<file path="src/rtl/demux1to4_buf_if.sv">
// Bus bundle for the 1:4 buffered demux: one input word with select, four held output channels.
// The slave view is the demux itself; the master view is the producer/consumer side.
interface demux1to4_buf_if #(
   parameter int WIDTH = 16
);
   logic [1:0]       sel;
   logic [WIDTH-1:0] d;
   logic             d_valid;
   logic             d_ready;
   logic [WIDTH-1:0] y0;
   logic [WIDTH-1:0] y1;
   logic [WIDTH-1:0] y2;
   logic [WIDTH-1:0] y3;
   logic [3:0]       y_valid;
   logic [3:0]       y_ready;

   modport slave (
      input  sel, d, d_valid, y_ready,
      output d_ready, y0, y1, y2, y3, y_valid
   );

   modport master (
      output sel, d, d_valid, y_ready,
      input  d_ready, y0, y1, y2, y3, y_valid
   );
endinterface

</file>
<file path="src/rtl/demux1to4_buf.sv">
// Routes one input word to one of four single-entry channel registers with per-channel valid/ready.
// Latency 1 cycle accept->y_valid; d_ready drops only when the selected channel is full and stalled.
module demux1to4_buf #(
   parameter int WIDTH = 16,
   parameter int CNT_W = 8
) (
   input  logic             clk,
   input  logic             rst_n,
   demux1to4_buf_if.slave   bus,
   output logic [CNT_W-1:0] cnt0,
   output logic [CNT_W-1:0] cnt1,
   output logic [CNT_W-1:0] cnt2,
   output logic [CNT_W-1:0] cnt3,
   output logic             idle
);

   logic [WIDTH-1:0] y_q   [4];
   logic [CNT_W-1:0] cnt_q [4];
   logic [3:0]       vld_q;
   logic [3:0]       load_oh;
   logic [3:0]       drain;
   logic             rdy;

   // Only the targeted channel can block; stalls elsewhere never throttle the producer.
   assign rdy     = ~vld_q[bus.sel] | bus.y_ready[bus.sel];
   assign load_oh = (bus.d_valid && rdy) ? (4'b0001 << bus.sel) : 4'b0000;
   assign drain   = vld_q & bus.y_ready;

   always_ff @(posedge clk) begin
      if (!rst_n) begin
         vld_q <= 4'b0000;
         for (int k = 0; k < 4; k++) begin
            y_q[k]   <= '0;
            cnt_q[k] <= '0;
         end
      end else begin
         for (int k = 0; k < 4; k++) begin
            if (load_oh[k]) begin
               y_q[k] <= bus.d;
            end
            if (drain[k]) begin
               cnt_q[k] <= cnt_q[k] + CNT_W'(1);
            end
            // A same-edge load refills the slot being drained, keeping 1 word/cycle.
            vld_q[k] <= load_oh[k] | (vld_q[k] & ~drain[k]);
         end
      end
   end

   assign bus.d_ready = rdy;
   assign bus.y0      = y_q[0];
   assign bus.y1      = y_q[1];
   assign bus.y2      = y_q[2];
   assign bus.y3      = y_q[3];
   assign bus.y_valid = vld_q;
   assign cnt0        = cnt_q[0];
   assign cnt1        = cnt_q[1];
   assign cnt2        = cnt_q[2];
   assign cnt3        = cnt_q[3];
   assign idle        = ~|vld_q;

endmodule
</file>
<file path="src/flat_wrapper.sv">
// flat-port wrapper written by rule: the top's interface ports become plain ports
module demux1to4_buf_flat 
#(
   parameter int WIDTH = 16,
   parameter int CNT_W = 8
)
  (clk, rst_n, cnt0, cnt1, cnt2, cnt3, idle, bus_sel, bus_d, bus_d_valid, bus_y_ready, bus_d_ready, bus_y0, bus_y1, bus_y2, bus_y3, bus_y_valid);
  demux1to4_buf_if #(.WIDTH(WIDTH)) bus_i ();
  input  logic clk;
  input  logic rst_n;
  output logic [CNT_W-1:0] cnt0;
  output logic [CNT_W-1:0] cnt1;
  output logic [CNT_W-1:0] cnt2;
  output logic [CNT_W-1:0] cnt3;
  output logic idle;
  input wire logic [$bits(bus_i.sel)-1:0] bus_sel;
  input wire logic [$bits(bus_i.d)-1:0] bus_d;
  input wire logic [$bits(bus_i.d_valid)-1:0] bus_d_valid;
  input wire logic [$bits(bus_i.y_ready)-1:0] bus_y_ready;
  output wire logic [$bits(bus_i.d_ready)-1:0] bus_d_ready;
  output wire logic [$bits(bus_i.y0)-1:0] bus_y0;
  output wire logic [$bits(bus_i.y1)-1:0] bus_y1;
  output wire logic [$bits(bus_i.y2)-1:0] bus_y2;
  output wire logic [$bits(bus_i.y3)-1:0] bus_y3;
  output wire logic [$bits(bus_i.y_valid)-1:0] bus_y_valid;
  assign bus_i.sel = bus_sel;
  assign bus_i.d = bus_d;
  assign bus_i.d_valid = bus_d_valid;
  assign bus_i.y_ready = bus_y_ready;
  assign bus_d_ready = bus_i.d_ready;
  assign bus_y0 = bus_i.y0;
  assign bus_y1 = bus_i.y1;
  assign bus_y2 = bus_i.y2;
  assign bus_y3 = bus_i.y3;
  assign bus_y_valid = bus_i.y_valid;
  demux1to4_buf #(.WIDTH(WIDTH), .CNT_W(CNT_W)) u_core (.clk(clk), .rst_n(rst_n), .bus(bus_i), .cnt0(cnt0), .cnt1(cnt1), .cnt2(cnt2), .cnt3(cnt3), .idle(idle));
endmodule
</file>
<file path="config.mk">
export PLATFORM = sky130hd
export DESIGN_NAME = demux1to4_buf_flat
export DESIGN_NICKNAME = d
export VERILOG_FILES = /design/src/rtl/demux1to4_buf_if.sv /design/src/rtl/demux1to4_buf.sv /design/src/flat_wrapper.sv
export SDC_FILE = /design/constraint.sdc
export NUM_CORES = 1
export LEC_CHECK = 0
export ABC_AREA = 1
export ABC_CLOCK_PERIOD_IN_PS = 1780
export CORE_UTILIZATION = 57
export DETAILED_ROUTE_END_ITERATION = 8
export DONT_BUFFER_PORTS = 1
export PLACE_DENSITY_LB_ADDON = 0.08
export SYNTH_ARGS = -nofsm -noshare
export SYNTH_HDL_FRONTEND = slang
export SYNTH_SLANG_ARGS = --single-unit
</file>
<file path="constraint.sdc">
create_clock -name clk -period 1.78 [get_ports clk]
set_input_delay 0.356 -clock clk [delete_from_list [all_inputs] [get_ports clk]]
set_output_delay 0.356 -clock clk [all_outputs]
set_load 0.01 [all_outputs]
</file>
==> run_results.csv <==
group,metric,value,unit
run_status,status,"complete, no violations",
global_routing,grt_pass1_wl,12100,um
setup_path,crit_type,"reg -> out",
die,die_height,88.7,um
timing,fin_tns_setup,0,ns
place,hpwl,5750,um
yosys,syn_area,4280,sq um
global_routing,antenna_found_initial,0,
cts,htree_levels,3,
power,finalPower,4.41,mW
yosys,syn_area_per_cell,11.6,sq um
power,combPwrFrac,5.5,%
drt,drt_iter0_drc,120,
timing,maxSlewViolCount,0,
yosys,synth-edff-count,96,
drt,first_pass_iters,5,
timing,hold_slack,0.145,ns
setup_path,crit_fanout,9,
cts,cts_root_buf,"clkbuf_8",
min_path,hp-start,"bus_y_ready[1]",
die,coreArea,7250,sq um
timing,hold_viol_final,0,
cts,ctsResizeCount,0,
yosys,syn_nets,397,
timing,finalCritPeriodShare,92.8,%
yosys,synthFlopType,"edfxtp_1",
yosys,synthesis.instances,368,
die,die_area,7860,sq um
finish,syn2layout_area_growth,8.09,%
power,vdd_ir_drop_max,0.448,mV
die,start_util,59.0,%
finish,drive_above_1_share,10.6,%
drt,vias,2626,
power,p_int,3.31,mW
timing,worst_pin_slew,0.437,ns
setup_path,r2r-end,"u_core.cnt_q[0][6]",
setup_path,crit_top_cell,"nand2_1",
job,maxCapViolCount,0,
timing,period_needed,1.65,ns
die,die_w,88.7,um
finish,nNetsFinal,411,
finish,fill_cells,608,
cts,cts_buffers,9,
die,rows,31,
finish,regArea,2960,sq um
setup_path,cp.required,1.42,ns
global_routing,track_usage,21.4,%
drt,avgViaCountPerCell,5.40,
power,p_switching,1.10,mW
drt,wl_per_cell,16.8,um
global_routing,grt_max_degree,19,
yosys,yosysUniqueCellTypes,28,
setup_path,cp-start-kind,"register",
cts,holdBufCountCts,0,
min_path,whs_endpoint,"u_core.bus.y_valid[1]",
power,p_clk_share,30.7,%
timing,fin_skew,0.00885,ns
timing,setup_viol,0,
place,portBuffers,0,
power,switching_share,24.9,%
timing,slew_headroom,70.7,%
cts,clk_pin_slew,0.09,ns
yosys,yosysWarnings,0,
cts,cts_tree,"yes",
finish,num_antenna_cells,0,
setup_path,r2r_slack,0.22,ns
power,leakage,1.84,nW
yosys,async_reset_ff_share,0,%
cts,post_cts_buffers,0,
setup_path,reg2regPathDepth,6,
setup_path,crit_chain,"nand2_1 -> nand2_1 -> nand2_1 -> nand2_2 -> nand2_8",
drt,postRouteAntennaNets,0,
cts,cts_buffer_depth,2,
finish,multi_input_area,1080,sq um
setup_path,end_kind,"output port",
setup_path,cp_data_arrival_time,1.30,ns
setup_path,cp_slowest_cell,"dfxtp_1",
cts,clk_latency,0.36,ns
drt,wl,8180,um
place,place_area,4450,sq um
yosys,synth-seq-cells,100,
min_path,min_path_type,"in -> reg",
min_path,min_path_cells,3,
power,power_density,952,nW/um^2
global_routing,grt_pass1_vias,2412,
place,place_congestion,0.829,
timing,rsz0062_at_grt,"no",
die,pin_count,127,
timing,max_freq,605,MHz
finish,final_area,4630,sq um
global_routing,grt-ovfl-total,0,
power,p_seq_share,63.9,%
setup_path,cpPeakStageDelay,0.46,ns
setup_path,r2r_start,"u_core.cnt_q[0][0]",
yosys,ys_seq_area_share,69.2,%
cts,clock-sinks,100,
drt,route.detailed.drc,0,
synth_stat cells, drive strengths merged (3+ instances only):
| cell | instances | area (sq um) |
|---|---|---|
| a21oi | 14 | 70.1 |
| nand4 | 4 | 85.1 |
| buf | 6 | 63.8 |
| nand3 | 20 | 100 |
| o21ai | 7 | 35.0 |
| xnor2 | 3 | 26.3 |
| nor3 | 8 | 40.0 |
| dfxtp | 4 | 80.1 |
| edfxtp | 96 | 2880 |
| nor3b | 3 | 22.5 |
| nor2 | 100 | 393 |
| inv | 42 | 158 |
| nand2 | 46 | 196 |
| ha | 4 | 50.1 |
metrics by stage:
step / std cells / utilization, % / setup WS, ns
2_1_floorplan: 368 / - / 0.0490
3_3_place_gp: 470 / 61.3 / 0.318
3_5_place_dp: 470 / 61.3 / 0.255
4_1_cts: 486 / 63.8 / 0.0949
5_1_grt: 486 / 63.8 / 0.0544
6_report: 486 / 63.8 / 0.128
worst max path at each step:
stage | slack (ns) | to | from | cells past startpoint
final | 0.13 | bus_d_ready | u_core.bus.y_valid[2] | 5
after global routing | 0.05 | idle | u_core.bus.y_valid[1] | 3
after CTS | 0.09 | bus_d_ready | u_core.bus.y_valid[2] | 5
after detailed placement | 0.25 | u_core.y_q[3][5] | u_core.bus.y_valid[2] | 7
after global placement | 0.32 | u_core.y_q[1][0] | u_core.bus.y_valid[2] | 8
after floorplan | 0.05 | u_core.y_q[1][0] | bus_sel[0] | 8
layout by cell type, fill, tap and decap left out, types with 3 or more instances in the layout:
cell / instances
a21oi_1: 14
buf_12: 3
buf_4: 8
clkbuf_8: 9
dfxtp_1: 4
edfxtp_1: 96
ha_1: 4
inv_1: 40
nand2_1: 42
nand2_2: 3
nand3_1: 20
nand4_4: 4
nor2_1: 97
nor3_1: 8
nor3b_1: 3
o21ai_0: 7
xnor2_1: 3
power by group through the flow:
stage	Clock (mW)	Combinational (mW)	Sequential, mW
finish	1.35	0.241	2.81
global route	1.47	0.270	2.83
CTS	1.38	0.244	2.82
detailed placement	0	0.243	2.87
global placement	0	0.237	2.87
floorplan	0	0.180	2.85
worst max-delay path: cells and delay by family (launching register included):
family / cells / cell delay (ns)
AND/OR/NAND/NOR: 5 / 0.48
flip-flops: 1 / 0.46
layout make-up:
class | instances | area share [%]
tap | 99 | 2.68
clock buffer | 10 | 2.76
clock inverter | 6 | 1.22
sequential | 100 | 64.0
multi-input combinational | 218 | 23.4
inverter | 42 | 3.41
timing repair buffer | 11 | 2.59
state kept, by name, summed over array words and instances, names as in the netlist:
register            cells
u_core.y_q             64
u_core.cnt_q           32
u_core.bus.y_valid      4
cells by family (layout without fill, tap and decap cells):
logic type	count (synthesis)	in the layout	synth area share, %
and+or+nand+nor	187	187	20.5
xor gates and xnor gates	4	4	0.818
DFF	100	100	69.2
AOI/OAI and AO/OA	23	23	2.80
adders and majority gates	4	4	1.17
buffers and inverters	50	69	5.58
layer usage:
metal	GRT usage, %	up-vias	part of all wire [%]
met1	26.9	1243	43
met4	10.9	0	1.6
met5	0	-	0
li1	-	1262	-
met2	32.5	108	47
met3	8.30	13	9.0
(Power assumes the default switching activity.)
